==> src/rtl/pipe_step_ctrl_if.sv <==
// Control bundle of the step sequencer: key/auto-step requests in, step pulses and FSM state out.
// Every output is registered inside the sequencer; no handshake, the consumer must take each pulse as it comes.
interface pipe_step_ctrl_if;
    logic       key_n;
    logic       auto_en;
    logic       step;
    logic       latch_op;
    logic       en_s1;
    logic       en_s2;
    logic       op_hold;
    logic [1:0] state;

    modport master (
        output key_n,
        output auto_en,
        input  step,
        input  latch_op,
        input  en_s1,
        input  en_s2,
        input  op_hold,
        input  state
    );

    modport slave (
        input  key_n,
        input  auto_en,
        output step,
        output latch_op,
        output en_s1,
        output en_s2,
        output op_hold,
        output state
    );
endinterface

==> src/rtl/pipe_step_ctrl.sv <==
// Debounced push-button (plus optional AUTO_STEP_EN timer) stepping the two-stage adder pipeline; step lands DEBOUNCE_CYCLES+3 edges after press.
// No backpressure: pulses are one cycle wide, and a step arriving while in LOAD is dropped.
module pipe_step_ctrl #(
    parameter int unsigned DEBOUNCE_CYCLES = 1048575,
    parameter int unsigned DB_W            = 20,
    parameter int unsigned AUTO_PERIOD     = 50000000,
    parameter int unsigned AUTO_W          = 26
) (
    input  logic            clk,
    input  logic            rst,
    pipe_step_ctrl_if.slave bus
);
    typedef enum logic [1:0] {
        IDLE = 2'd0,
        LOAD = 2'd1,
        S1   = 2'd2,
        S2   = 2'd3
    } state_t;

    localparam logic [DB_W-1:0] DB_MAX = DB_W'(DEBOUNCE_CYCLES);

    logic            key_s1;
    logic            k_s;
    logic [DB_W-1:0] db_cnt;
    logic            db;
    logic            db_d;
    logic            key_ev;
    logic            tick;

    logic            step_q;
    logic            latch_q;
    logic            en_s1_q;
    logic            en_s2_q;
    logic            hold_q;
    state_t          state_q;

    // Two-flop synchronizer; inverted so k_s = 1 means pressed.
    always_ff @(posedge clk or negedge rst) begin
        if (!rst) begin
            key_s1 <= 1'b0;
            k_s    <= 1'b0;
        end else begin
            key_s1 <= ~bus.key_n;
            k_s    <= key_s1;
        end
    end

    always_ff @(posedge clk or negedge rst) begin
        if (!rst) begin
            db_cnt <= '0;
        end else if (!k_s) begin
            db_cnt <= '0;
        end else if (db_cnt != DB_MAX) begin
            db_cnt <= db_cnt + DB_W'(1);
        end
    end

    // db drops in the same cycle the synchronized key reads released.
    assign db = k_s && (db_cnt == DB_MAX);

    always_ff @(posedge clk or negedge rst) begin
        if (!rst) begin
            db_d <= 1'b0;
        end else begin
            db_d <= db;
        end
    end

    assign key_ev = db & ~db_d;

`ifdef AUTO_STEP_EN
    localparam logic [AUTO_W-1:0] AUTO_LAST = AUTO_W'(AUTO_PERIOD - 1);

    logic [AUTO_W-1:0] auto_cnt;

    always_ff @(posedge clk or negedge rst) begin
        if (!rst) begin
            auto_cnt <= '0;
        end else if (!bus.auto_en) begin
            auto_cnt <= '0;
        end else if (auto_cnt == AUTO_LAST) begin
            auto_cnt <= '0;
        end else begin
            auto_cnt <= auto_cnt + AUTO_W'(1);
        end
    end

    assign tick = bus.auto_en && (auto_cnt == AUTO_LAST);
`else
    logic [AUTO_W-1:0] unused_auto_cfg;

    assign unused_auto_cfg = AUTO_W'(AUTO_PERIOD) ^ {{(AUTO_W-1){1'b0}}, bus.auto_en};
    assign tick            = 1'b0;
`endif

    // The FSM reacts to the registered step, so latch_op trails step by one cycle.
    always_ff @(posedge clk or negedge rst) begin
        if (!rst) begin
            step_q  <= 1'b0;
            latch_q <= 1'b0;
            en_s1_q <= 1'b0;
            en_s2_q <= 1'b0;
            hold_q  <= 1'b0;
            state_q <= IDLE;
        end else begin
            step_q  <= key_ev | tick;
            latch_q <= 1'b0;
            en_s1_q <= 1'b0;
            en_s2_q <= 1'b0;
            case (state_q)
                IDLE: begin
                    if (step_q) begin
                        latch_q <= 1'b1;
                        hold_q  <= 1'b1;
                        state_q <= LOAD;
                    end
                end
                LOAD: begin
                    en_s1_q <= 1'b1;
                    hold_q  <= 1'b1;
                    state_q <= S1;
                end
                S1: begin
                    if (step_q) begin
                        en_s2_q <= 1'b1;
                        hold_q  <= 1'b0;
                        state_q <= S2;
                    end
                end
                S2: begin
                    if (step_q) begin
                        latch_q <= 1'b1;
                        hold_q  <= 1'b1;
                        state_q <= LOAD;
                    end
                end
                default: begin
                    hold_q  <= 1'b0;
                    state_q <= IDLE;
                end
            endcase
        end
    end

    assign bus.step     = step_q;
    assign bus.latch_op = latch_q;
    assign bus.en_s1    = en_s1_q;
    assign bus.en_s2    = en_s2_q;
    assign bus.op_hold  = hold_q;
    assign bus.state    = state_q;
endmodule

==> src/flat_wrapper.sv <==
// flat-port wrapper written by rule: the top's interface ports become plain ports
module pipe_step_ctrl_flat 
#(
    parameter int unsigned DEBOUNCE_CYCLES = 1048575,
    parameter int unsigned DB_W            = 20,
    parameter int unsigned AUTO_PERIOD     = 50000000,
    parameter int unsigned AUTO_W          = 26
)
  (clk, rst, bus_key_n, bus_auto_en, bus_step, bus_latch_op, bus_en_s1, bus_en_s2, bus_op_hold, bus_state);
  pipe_step_ctrl_if bus_i ();
  input  logic clk;
  input  logic rst;
  input wire logic [$bits(bus_i.key_n)-1:0] bus_key_n;
  input wire logic [$bits(bus_i.auto_en)-1:0] bus_auto_en;
  output wire logic [$bits(bus_i.step)-1:0] bus_step;
  output wire logic [$bits(bus_i.latch_op)-1:0] bus_latch_op;
  output wire logic [$bits(bus_i.en_s1)-1:0] bus_en_s1;
  output wire logic [$bits(bus_i.en_s2)-1:0] bus_en_s2;
  output wire logic [$bits(bus_i.op_hold)-1:0] bus_op_hold;
  output wire logic [$bits(bus_i.state)-1:0] bus_state;
  assign bus_i.key_n = bus_key_n;
  assign bus_i.auto_en = bus_auto_en;
  assign bus_step = bus_i.step;
  assign bus_latch_op = bus_i.latch_op;
  assign bus_en_s1 = bus_i.en_s1;
  assign bus_en_s2 = bus_i.en_s2;
  assign bus_op_hold = bus_i.op_hold;
  assign bus_state = bus_i.state;
  pipe_step_ctrl #(.DEBOUNCE_CYCLES(DEBOUNCE_CYCLES), .DB_W(DB_W), .AUTO_PERIOD(AUTO_PERIOD), .AUTO_W(AUTO_W)) u_core (.clk(clk), .rst(rst), .bus(bus_i));
endmodule
==> config.mk <==
export PLATFORM = sky130hd
export DESIGN_NAME = pipe_step_ctrl_flat
export DESIGN_NICKNAME = d
export VERILOG_FILES = /design/src/rtl/pipe_step_ctrl_if.sv /design/src/rtl/pipe_step_ctrl.sv /design/src/flat_wrapper.sv
export SDC_FILE = /design/constraint.sdc
export NUM_CORES = 1
export LEC_CHECK = 0
export CAP_MARGIN = 20
export CORE_ASPECT_RATIO = 2
export CORE_MARGIN = 1
export CORE_UTILIZATION = 51
export CTS_CLUSTER_SIZE = 10
export DETAILED_ROUTE_END_ITERATION = 12
export HOLD_SLACK_MARGIN = 0.03
export PLACE_DENSITY = 0.83
export SYNTH_ARGS = -nofsm -noshare
export SYNTH_HDL_FRONTEND = slang
export SYNTH_SLANG_ARGS = --single-unit
==> constraint.sdc <==
create_clock -name clk -period 1.7 [get_ports clk]
set_input_delay 0.51 -clock clk [delete_from_list [all_inputs] [get_ports clk]]
set_output_delay 0.51 -clock clk [all_outputs]
set_load 0.02 [all_outputs]
==> out/qor.yml <==
status: "finished, final reports clean"
hold_slack_ns: 0.360
routed_wl_mm: 3.34
ant_nets: 0
finish.utilization_pct: 68.9
critical_path.top_delay_family: "simple AND/OR/NAND/NOR gates"
rr_startpoint: "u_core.db_cnt[1]$_DFFE_PN0P_"
yosys.cell_types.count: 32
hold_buffers: 0
ir_drop_mv: 0.566
fin_skew_ns: 0.00373
whs_path_depth: 0
io_pins: 11
crit_path_max_fanout: 3
worstSetupStartpointType: "register"
routabilityCongestion: 0.887
final_common_cell: "dfrtp_1"
drv_slew: 0
die_h_um: 77.6
yosys.area_share.simple_pct: 23.5
yosysSeqAreaShare_pct: 51.5
syn_nets: 152
clockBufferDepth: 2
r2r_cells: 6
end_kind: "register"
setup_viol: 0
maxCapViolCount: 0
clock_latency_ns: 0.28
layout_common_cells: "dfrtp_1 (29), buf_4 (22), nand2_1 (15), nor2_1 (8), clkbuf_8 (8)"
first_pass_iters: 4
synth_xor_area_share_pct: 1.80
syn2layout_area_growth_pct: 29.3
cts_tree: "built"
grt_pass1_vias: 1305
reg2reg_to: "u_core.db_cnt[12]$_DFFE_PN0P_"
routedWlPerCell_um: 15.9
drive_gt1_share_pct: 23.2
cp_cell_sequence: "ha_2, nand4_1, buf_4, nor2_4, or4b_4, a21oi_2"
rsz0062_at_grt: "true"
port_buffers: 9
drt_iter0_drc: 48
grt_overflow: 0
finalNetCount: 188
cts_max_level: 2
synth_area_leader_cell: "dfrtp_1"
rows: 27
num_vias: 1289
total_power_w: 0.00145
avgSynthCellArea_sq_um: 10.1
fin_crit_sh_pct: 99.0
hold_violations: 0
slew_headroom_pct: 67.0
clock_sinks: 30
crit_arrival_ns: 1.89
core-area_sq_mm: 0.00274
synth_top_area_share_pct: 51.5
synth_edf_count: 0
syn-cell-area_sq_mm: 0.00146
drc: 0
grt_pass1_wl_mm: 5.31
path_class: "register to register"
ys_warn_count: 0
dieWidth_um: 39.8
hpwlAfterDp_mm: 2.45
holdPathEnd: "u_core.k_s$_DFF_PN0_"
tightest_slew_ns: 0.495
ys_async_sr_fraction_pct: 100
vias_per_cell: 6.14
synth_top_family_by_area: "simple AND/OR/NAND/NOR gates"
clock-root-buffer: "clkbuf_8"
synthMuxAreaShare_pct: 4.12
synth-adder-area-share_pct: 3.43
synth_compound_area_share_pct: 13.3
synth-seq-cells: 30
cts.clk_slew.worst_paths_ns: 0.06
die_area_sq_mm: 0.00309
synth.area.top_cells: "dfrtp_1 (52%), mux2i_1 (4.1%), nand2_1 (3.9%), ha_1 (3.4%), a21oi_1 (2.7%)"
path_buf_inv: 1
cp_slowest_cell: "or4b_4"
p_per_area_mw_per_mm2: 769
required_ns: 1.90
numCtsBuffers: 5
p_leak_nw: 0.861
period_minus_slack_ns: 1.68
worstHoldStart: "u_core.key_s1$_DFF_PN0_"
synthFlopType: "dfrtp_1"
max_clock_freq_mhz: 594
netlist_instances: 144
reg2reg_slack_ns: 0.02
initial_core_util_pct: 53.3
grt_max_degree: 31
cp_slowest_stage_delay_ns: 0.46
grt_usage_pct: 25.0
n_antenna_cell: 0
hold_class: "register to register"
antenna_found_initial: 0
[flip-flops by register name, indices dropped and copies added, names as in the netlist]
signal / count
u_core.db_d: 1
u_core.db_cnt: 20
u_core.k_s: 1
u_core.bus.en_s2: 1
u_core.bus.op_hold: 1
u_core.bus.en_s1: 1
u_core.bus.step: 1
u_core.bus.latch_op: 1
u_core.key_s1: 1
u_core.bus.state: 2
[worst register-to-register path, delay by kind of cell, from the launching register on]
kind | cells | cell delay (ns)
and+or+nand+nor | 3 | 0.72
AOI/OAI and AO/OA | 1 | 0.12
DFF | 1 | 0.36
buffers and inverters | 1 | 0.22
adders and majority gates | 1 | 0.19
[routing by layer]
metal | global-route usage, % | vias to the layer above | wire [um]
li1 | - | 608 | -
met1 | 22.6 | 627 | 1160
met2 | 42.3 | 40 | 1910
met3 | 5.43 | 14 | 117
met4 | 20.3 | 0 | 153
met5 | 0 | - | 0
[synth_stat cells, types with 2 or more instances]
library cell   n
a31oi_1        6
nand4_1        4
inv_1          7
and2_1         2
and4b_1        2
nor3_1         6
o21ai_0        6
nor4_1         5
or4_1          2
nand2b_1       4
nand2_1       15
a211oi_1       3
clkbuf_1       2
ha_1           4
a21o_1         2
nand3_1        7
mux2i_1        6
a21oi_1        8
nor2_1         9
dfrtp_1       30
xnor2_1        3
[how the worst max path moves through the flow]
stage / startpoint / end / depth (start not counted)
5_1_grt: u_core.db_cnt[1]$_DFFE_PN0P_ / u_core.db_cnt[12]$_DFFE_PN0P_ / 6
4_1_cts: u_core.db_cnt[0]$_DFFE_PN0P_ / u_core.db_cnt[12]$_DFFE_PN0P_ / 6
2_1_floorplan: u_core.db_cnt[5]$_DFFE_PN0P_ / u_core.db_cnt[15]$_DFFE_PN0P_ / 4
6_report: u_core.db_cnt[1]$_DFFE_PN0P_ / u_core.db_cnt[12]$_DFFE_PN0P_ / 6
3_5_place_dp: u_core.db_cnt[6]$_DFFE_PN0P_ / u_core.db_cnt[15]$_DFFE_PN0P_ / 4
3_3_place_gp: u_core.db_cnt[0]$_DFFE_PN0P_ / u_core.db_cnt[12]$_DFFE_PN0P_ / 6
[metrics by stage]
stage,std cells,setup TNS (ns),worst slack (ns),cell area (sq um)
5_1_grt,210,-0.172,-0.0523,1880
6_report,210,0,0.0165,1880
4_1_cts,209,0,0.00751,1840
3_5_place_dp,201,0,0.0237,1740
3_3_place_gp,201,0,0.0699,1740
2_1_floorplan,144,0,0.00320,1460
[cells by family (layout without fill, tap and decap cells)]
| family | count (synthesis) | after routing |
|---|---|---|
| XOR/XNOR | 3 | 3 |
| buffers and inverters | 9 | 46 |
| AO/OA/AOI/OAI | 31 | 31 |
| multiplexers | 6 | 6 |
| adder cells (fa/ha/maj) | 4 | 4 |
| flip-flops | 30 | 30 |
| AND/OR/NAND/NOR | 61 | 61 |
[report_power, final]
group          total [W]  switching, W  leakage [nW]  internal (W)
Combinational  0.0000665     0.0000408         0.393     0.0000257
Clock           0.000656      0.000248        0.0575      0.000408
Sequential      0.000727    0.00000499         0.410      0.000722
[timing repair]
item | CTS | global route
pin swaps | 0 | 4
setup endpoints to repair | 7 | 6
gates resized for setup | 7 | 9
setup buffers | 0 | 1
[area by class of cell]
class | instances | area, sq um
Fill cell | 199 | 852
Inverter | 7 | 26.3
Timing Repair Buffer | 31 | 246
Sequential cell | 30 | 752
Tap cell | 29 | 36.3
Clock buffer | 8 | 110
Multi-Input combinational cell | 105 | 713
Note: power is estimated with default switching activity, not from simulation.
